## src/rtl/uart_rx_fsm.sv

```systemverilog
// UART receive FSM; parity support is built only when UART_RX_PARITY_EN is defined.
// Result pulses land (1 + DATA_WIDTH + parity + 1) * prescale cycles after the start edge; no backpressure.
module uart_rx_fsm #(
    parameter int DATA_WIDTH = 8
) (
    input  logic                  clk_RX,
    input  logic                  rst,
    input  logic                  RX_IN,
    input  logic [5:0]            prescale,
    input  logic                  PAR_EN,
    input  logic                  PAR_TYP,
    input  logic                  sampled_bit,
    output logic                  dat_samp_en,
    output logic [5:0]            edge_cnt,
    output logic [DATA_WIDTH-1:0] P_DATA,
    output logic                  data_valid,
    output logic                  par_err,
    output logic                  stp_err,
    output logic                  busy
);
    localparam int CNT_W = (DATA_WIDTH > 1) ? $clog2(DATA_WIDTH) : 1;
    localparam logic [CNT_W-1:0] LAST_BIT = CNT_W'(DATA_WIDTH - 1);

    typedef enum logic [2:0] {
        IDLE,
        START,
        DATA,
        PARITY,
        STOP
    } state_t;

    state_t                r_state;
    logic [5:0]            r_edge_cnt;
    logic [5:0]            r_prescale;
    logic [CNT_W-1:0]      r_bit_cnt;
    logic [DATA_WIDTH-1:0] r_shift;
    logic [DATA_WIDTH-1:0] r_data;
    logic                  r_dv;
    logic                  r_se;
    logic                  r_busy;

    logic [5:0]            w_prescale_in;
    logic                  w_bit_end;

`ifdef UART_RX_PARITY_EN
    logic                  r_par_en;
    logic                  r_par_typ;
    logic                  r_par_fail;
    logic                  r_pe;
    logic                  w_par_expect;

    assign w_par_expect = (^r_shift) ^ r_par_typ;
`else
    logic                  w_unused_par;

    assign w_unused_par = PAR_EN ^ PAR_TYP;
`endif

    // Unsupported ratios fall back to 8x oversampling.
    always_comb begin
        case (prescale)
            6'd16:   w_prescale_in = 6'd16;
            6'd32:   w_prescale_in = 6'd32;
            default: w_prescale_in = 6'd8;
        endcase
    end

    assign w_bit_end = (r_edge_cnt == r_prescale - 6'd1);

    always_ff @(posedge clk_RX or negedge rst) begin
        if (!rst) begin
            r_state    <= IDLE;
            r_edge_cnt <= '0;
            r_prescale <= 6'd8;
            r_bit_cnt  <= '0;
            r_shift    <= '0;
            r_data     <= '0;
            r_dv       <= 1'b0;
            r_se       <= 1'b0;
            r_busy     <= 1'b0;
`ifdef UART_RX_PARITY_EN
            r_par_en   <= 1'b0;
            r_par_typ  <= 1'b0;
            r_par_fail <= 1'b0;
            r_pe       <= 1'b0;
`endif
        end else begin
            r_dv <= 1'b0;
            r_se <= 1'b0;
`ifdef UART_RX_PARITY_EN
            r_pe <= 1'b0;
`endif
            if (r_state == IDLE || w_bit_end) begin
                r_edge_cnt <= '0;
            end else begin
                r_edge_cnt <= r_edge_cnt + 6'd1;
            end

            case (r_state)
                IDLE: begin
                    if (!RX_IN) begin
                        r_state    <= START;
                        r_busy     <= 1'b1;
                        r_prescale <= w_prescale_in;
`ifdef UART_RX_PARITY_EN
                        r_par_en   <= PAR_EN;
                        r_par_typ  <= PAR_TYP;
                        r_par_fail <= 1'b0;
`endif
                    end
                end
                START: begin
                    if (w_bit_end) begin
                        // A start bit that reads high at its end was line noise.
                        if (!sampled_bit) begin
                            r_state   <= DATA;
                            r_bit_cnt <= '0;
                        end else begin
                            r_state <= IDLE;
                            r_busy  <= 1'b0;
                        end
                    end
                end
                DATA: begin
                    if (w_bit_end) begin
                        r_shift   <= {sampled_bit, r_shift[DATA_WIDTH-1:1]};
                        r_bit_cnt <= r_bit_cnt + CNT_W'(1);
                        if (r_bit_cnt == LAST_BIT) begin
                            r_bit_cnt <= '0;
`ifdef UART_RX_PARITY_EN
                            r_state   <= r_par_en ? PARITY : STOP;
`else
                            r_state   <= STOP;
`endif
                        end
                    end
                end
                PARITY: begin
`ifdef UART_RX_PARITY_EN
                    if (w_bit_end) begin
                        r_par_fail <= (sampled_bit != w_par_expect);
                        r_state    <= STOP;
                    end
`else
                    r_state <= IDLE;
                    r_busy  <= 1'b0;
`endif
                end
                STOP: begin
                    if (w_bit_end) begin
                        r_state <= IDLE;
                        r_busy  <= 1'b0;
`ifdef UART_RX_PARITY_EN
                        if (sampled_bit && !r_par_fail) begin
                            r_data <= r_shift;
                            r_dv   <= 1'b1;
                        end else begin
                            r_pe <= r_par_fail;
                            r_se <= !sampled_bit;
                        end
`else
                        if (sampled_bit) begin
                            r_data <= r_shift;
                            r_dv   <= 1'b1;
                        end else begin
                            r_se <= 1'b1;
                        end
`endif
                    end
                end
                default: begin
                    r_state <= IDLE;
                    r_busy  <= 1'b0;
                end
            endcase
        end
    end

    assign edge_cnt    = r_edge_cnt;
    assign P_DATA      = r_data;
    assign data_valid  = r_dv;
    assign stp_err     = r_se;
    assign busy        = r_busy;
    assign dat_samp_en = r_busy;
`ifdef UART_RX_PARITY_EN
    assign par_err     = r_pe;
`else
    assign par_err     = 1'b0;
`endif

endmodule
```

## config.mk

```make
export PLATFORM = sky130hd
export DESIGN_NAME = uart_rx_fsm
export DESIGN_NICKNAME = d
export VERILOG_FILES = /design/src/rtl/uart_rx_fsm.sv
export SDC_FILE = /design/constraint.sdc
export NUM_CORES = 1
export LEC_CHECK = 0
export CAP_MARGIN = 20
export CORE_MARGIN = 2
export CORE_UTILIZATION = 50
export DETAILED_ROUTE_END_ITERATION = 10
export PLACE_DENSITY = 0.82
export SYNTH_ARGS = -nofsm -noshare
export SYNTH_HDL_FRONTEND = slang
export SYNTH_SLANG_ARGS = --single-unit
```

## constraint.sdc

```tcl
create_clock -name clk_RX -period 2.4 [get_ports clk_RX]
set_input_delay 0.6 -clock clk_RX [delete_from_list [all_inputs] [get_ports clk_RX]]
set_output_delay 0.6 -clock clk_RX [all_outputs]
set_load 0.005 [all_outputs]
```

==> reports/qor.txt, run 1 <==
status - completed
Tcrit/Tclk final - 0.922
die width - 60.1 µm
Fillers - 240
clk_lat worst skew - 330 ps
Rows - 20
ys flop type - dfrtp_1
Syn. warnings - 0
setup TNS - 0 ps
Hold Path End - edge_cnt[0]
ant diodes - 0
hpwl dp - 1.97 mm
Gate Count Post-Synth - 132
largest net degree at the start of global routing - 35
clock sinks - 34
CTS Buf Count - 5
top cells by count, synth - dfrtp_1 (33), mux2_2 (17), nor2_1 (14)
Initial Util - 0.520
Post-Syn Area per Cell - 11.9 µm²
Synth top area share - 0.524
first-pass GRT wire length - 4.44 mm
core area - 3030 µm²
vias per cell - 5.18
CTS tree - done
routed wire length - 2.72 mm
R2R depth - 6
R2R setup slack - 190 ps
Layout Cells excl Fill - 206
drt first pass iters - 4
Post-synth EDFFs - 0
RSZ-0062 raised after global routing - no
maximum clock frequency - 452 MHz
die area - 3620 µm²
cts hold-fix bufs - 0
crit path max fanout - 9
Pwr Total - 0.934 mW
Startpoint Class - flip-flop
synthesized area - 1580 µm²
Yosys cell types - 35
Reg-to-Reg Start - r_prescale[3]
share of layout cells above drive strength 1 - 0.191
number of DRC markers in iteration 0 - 46
Max Cap Viol - 0
Fin Clk Skew - 5.75 ps
CP arrival - 2430 ps
grt ovf - 0
Clock transition at path regs - 100 ps
Setup crit start - r_prescale[3]
Post-Syn Nets - 148
Die Y - 60.1 µm
top-count cell post-synth - dfrtp_1
IO Count - 31
largest cells by area after synthesis - dfrtp_1 (52%), mux2_2 (12%), nor2_1 (3.3%), ha_1 (3.2%), xor2_1 (2.2%)
LEAKAGE - 0.895 nW
Post-CTS Setup Inserts - 0
Hold Crit Start - edge_cnt[0]
Max VDD drop - 0.000329 V
Residual DRC - 0
vias in the first global route - 1074
DR vias - 1067
GRT Overall Usage - 0.171
Port Buffers - 27
Req. time, crit path - 2620 ps
CTS max path bufs - 2
Post-synth ARST share - 1.00
post-cts repair resize count - 0
Root Driver - clkbuf_4
Hold WC Path Type - flip-flop to flip-flop
Period minus WS final - 2210 ps
placed cells - 198
Avg WL per Cell - 13.2 µm
PD cells - 485 nW/µm²
ANT nets after route - 0
WHS Path Cells - 1
Nets - 177
largest area contributor in the netlist - dfrtp_1
sequential share of the synthesized area - 0.541
Final Max Slew Viols - 0
Worst Setup End Kind - flip-flop
FF-to-FF End - P_DATA[0]
initial antenna violation count - 0
count of final setup violators - 0
Crit Path Class - flip-flop to flip-flop
H-tree levels - 2
routability congestion estimate - 0.810
P&R area growth vs syn - 22.3%
flops & latches, synth - 34
Hold Fails Final Rpt - 0
[per-layer routing]
layer,vias to the layer above,part of all wire,global-route usage
li1,514,-,-
met1,519,0.43,0.195
met2,30,0.51,0.281
met3,4,0.044,0.0736
met4,0,0.0099,0.0667
met5,-,0,0
[where the power goes]
group / switching (mW) / internal (mW) / total, mW
clock network: 0.183 / 0.142 / 0.325
registers: 0.000638 / 0.573 / 0.574
logic: 0.0185 / 0.0173 / 0.0358
total: 0.202 / 0.733 / 0.934
[worst max path at each step]
stage | to | depth (start not counted)
after floorplan | P_DATA[0] | 7
after global placement | P_DATA[6] | 6
after detailed placement | P_DATA[0] | 6
after CTS | P_DATA[0] | 6
after global routing | P_DATA[7] | 6
final | P_DATA[0] | 6
[critical path: stages (launching register included)]
cell,delay (ps)
dfstp_2,570
inv_1,60
ha_1,300
xor2_1,180
and4_1,420
nand4_4,240
mux2_2,350
[per-stage QoR]
| stage | hold slack (ps) | area [µm²] | utilization | setup slack, ps |
|---|---|---|---|---|
| CTS | 495 | 1930 | 0.636 | 185 |
| global placement | 473 | 1870 | 0.617 | 273 |
| detailed placement | 480 | 1870 | 0.617 | 183 |
| finish | 494 | 1930 | 0.636 | 187 |
| floorplan | 304 | 1580 | - | 482 |
| global route | 527 | 1930 | 0.636 | 92.1 |
[placed cells by master, fill, tap and decap left out, types with 2 or more instances in the layout]
| cell type | instances |
|---|---|
| inv_1 | 4 |
| nor2_1 | 14 |
| o21ai_0 | 3 |
| nand2_1 | 6 |
| nor3_1 | 5 |
| ha_1 | 4 |
| a21oi_1 | 4 |
| mux2_2 | 17 |
| dfrtp_1 | 33 |
| o31ai_1 | 3 |
| xnor2_1 | 3 |
| nand3b_1 | 2 |
| buf_4 | 2 |
| xor2_1 | 4 |
| clkbuf_4 | 5 |
| clkdlybuf4s50_1 | 27 |
| nand2b_1 | 5 |
[layout make-up]
type / instances / area [µm²] / share of cell area
clock buffers: 7 / 55.1 / 0.0286
flip-flops and latches: 34 / 852 / 0.442
repair buffers: 29 / 285 / 0.148
clock inverters: 1 / 5.00 / 0.00260
inverters: 4 / 15.0 / 0.00779
multi-input cells: 87 / 659 / 0.342
well taps: 44 / 55.1 / 0.0286
[flip-flops by register name, indices dropped and copies added (netlist names)]
signal and cells:
P_DATA 8, busy 1, data_valid 1, edge_cnt 6, r_bit_cnt 3, r_prescale 3
r_shift 8, r_state 3, stp_err 1
[cell families (layout without fill, tap and decap cells)]
family / after synthesis / count (layout) / share of synthesized area
AOI/OAI and AO/OA: 15 / 15 / 0.0643
muxes: 17 / 17 / 0.122
xor gates and xnor gates: 8 / 8 / 0.0532
adders and majority gates: 4 / 4 / 0.0318
other: 1 / 1 / 0.00238
and+or+nand+nor: 42 / 42 / 0.145
buffers and inverters: 11 / 41 / 0.0405
DFF: 34 / 34 / 0.541
No activity file was read; power rests on OpenSTA's default activity.
==> run 2: changes to the inputs <==
--- a/config.mk
+++ b/config.mk
@@ -6,8 +6,10 @@
 export NUM_CORES = 1
 export LEC_CHECK = 0
 export CAP_MARGIN = 20
+export CELL_PAD_IN_SITES_DETAIL_PLACEMENT = 1
+export CELL_PAD_IN_SITES_GLOBAL_PLACEMENT = 2
 export CORE_MARGIN = 2
-export CORE_UTILIZATION = 50
+export CORE_UTILIZATION = 33
 export DETAILED_ROUTE_END_ITERATION = 10
 export PLACE_DENSITY = 0.82
 export SYNTH_ARGS = -nofsm -noshare
==> reports/qor.txt, run 2 (same netlist as run 1, synthesis figures left out) <==
H-tree levels - 2 (unchanged)
LEAKAGE - 0.937 nW (+4.6%)
Hold Fails Final Rpt - 0 (unchanged)
Period minus WS final - 2170 ps (-40.3 ps)
maximum clock frequency - 460 MHz (+1.9%)
most frequent cells in the layout - dfrtp_1 (33), clkdlybuf4s50_1 (27), mux2_2 (17)
core area - 4660 µm² (+54%)
Placement Setup Slack - 271 ps (+88.2 ps)
Hold Path End - r_prescale[4]
Max VDD drop - 0.000415 V (+26%)
Rows - 25 (+25%)
Residual DRC - 0 (unchanged)
sw frac - 0.183 (-0.0332)
vias in the first global route - 1138 (+6.0%)
Crit Path Class - flip-flop to flip-flop
ant diodes - 0 (unchanged)
Setup crit start - r_prescale[3]
worst setup margin - 227 ps (+40.3 ps)
CP top delay family - flip-flops
die width - 73.1 µm (+22%)
routed wire length - 3.23 mm (+19%)
share of layout cells above drive strength 1 - 0.202 (+0.0111)
number of DRC markers in iteration 0 - 36 (-22%)
PD cells - 623 nW/µm² (+29%)
Initial Util - 0.338 (-0.182)
post-cts repair resize count - 0 (unchanged)
clock network fraction of design power - 0.517 (+0.170)
Combinational Power Share - 0.029 (-0.009)
cts hold-fix bufs - 0 (unchanged)
Hold Crit Start - r_prescale[4]
Req. time, crit path - 2560 ps (-60 ps)
GRT Overall Usage - 0.140 (-0.0304)
Sw Pwr - 0.231 mW (+15%)
Worst Setup End Kind - flip-flop
ANT nets after route - 0 (unchanged)
FF-to-FF End - r_bit_cnt[0]
WHS Path Cells - 2 (+1)
Nets - 178 (+0.56%)
initial antenna violation count - 0 (unchanged)
Avg WL per Cell - 14.9 µm (+13%)
R2R depth - 7 (+1)
CP peak stage delay - 560 ps (about the same)
die area - 5340 µm² (+48%)
RSZ-0062 raised after global routing - no
Die Y - 73.1 µm (+22%)
first-pass GRT wire length - 5.73 mm (+29%)
Seq pwr share - 0.454 (-0.160)
P&R area growth vs syn - 28.8%
Max Cap Viol - 0 (unchanged)
CP arrival - 2340 ps (-90 ps)
worst path bufs/invs - 2 (+1)
Post-CTS Setup Inserts - 0 (unchanged)
CP max stage cell - dfstp_2
count of final setup violators - 0 (unchanged)
clock sinks - 34 (unchanged)
commonest non-fill, non-tap cell in the layout - dfrtp_1
drt first pass iters - 4 (unchanged)
Pwr Total - 1.27 mW (+35%)
Startpoint Class - flip-flop
Hold WC Path Type - flip-flop to flip-flop
Tcrit/Tclk final - 0.905 (-0.0168)
Port Buffers - 27 (unchanged)
CTS tree - done
largest net degree at the start of global routing - 35 (unchanged)
hpwl dp - 2.29 mm (+16%)
setup TNS - 0 ps (unchanged)
crit path max fanout - 5 (-4)
Fin Clk Skew - 10.4 ps (+4.63 ps)
IO Count - 31 (unchanged)
grt ovf - 0 (unchanged)
Reg-to-Reg Start - r_prescale[3]
CP cell instances - inv_1 > ha_1 > xor2_1 > and4_1 > buf_4 > nand3b_1 > mux2_2
P_int - 1.03 mW (+41%)
DR vias - 1095 (+2.6%)
status - completed
routability congestion estimate - 0.775 (-4.4%)
CTS Buf Count - 5 (unchanged)
CTS max path bufs - 2 (unchanged)
Clock transition at path regs - 70 ps (-30 ps)
vias per cell - 5.05 (-2.6%)
Fillers - 499 (+110%)
R2R setup slack - 230 ps (+40 ps)
Root Driver - clkbuf_8
Final Max Slew Viols - 0 (unchanged)
clk_lat worst skew - 290 ps (-40 ps)
-- run 2: cell types whose count changed in the layout (fill, tap and decap cells not counted), sizes merged --
cell,delta
buf,+1
bufinv,+2
clkbuf,-1
clkinv,-1
-- run 2: worst min-delay path, delay by kind of cell, from the launching register on --
kind / cells / cell delay (ps)
simple gates: 1 / 50
compound gates: 1 / 60
flops: 1 / 350
-- run 2: worst max-delay path by stage --
stage	end	slack [ps]	cells past startpoint
floorplan	P_DATA[0]	480	7
CTS	r_bit_cnt[0]	230	7
detailed placement	r_bit_cnt[0]	270	7
global placement	P_DATA[6]	290	6
finish	r_bit_cnt[0]	230	7
global route	r_bit_cnt[0]	80	7
-- run 2: area by class of cell --
cell class	count	area [µm²]	area share
Inverter	4	15.0	0.00740
Clock inverter	2	60.1	0.0296
Clock buffer	6	82.6	0.0407
Multi-Input combinational cell	87	659	0.325
Tap cell	54	67.6	0.0333
Timing Repair Buffer	30	293	0.144
Sequential cell	34	852	0.420
-- run 2: layer usage --
metal  track usage  share of wire
met1         0.182           0.45
met2         0.220           0.49
met3        0.0359          0.046
met4        0.0617          0.017
met5             0              0
-- run 2: per-stage QoR --
step	hold WS [ps]	utilization	instance area (µm²)	instances
2_1_floorplan	304	-	1580	132
3_3_place_gp	478	0.405	1890	209
3_5_place_dp	486	0.405	1890	209
4_1_cts	503	0.435	2030	217
5_1_grt	524	0.435	2030	217
6_report	494	0.435	2030	217
-- run 2: power by group through the flow --
stage                     combinational [mW]  sequential (mW)  clock, mW
after global placement                0.0360            0.585          0
after detailed placement              0.0372            0.585          0
final                                 0.0363            0.574      0.655
after global routing                  0.0407            0.574      0.702
after floorplan                      0.00759            0.585          0
after CTS                             0.0375            0.574      0.676
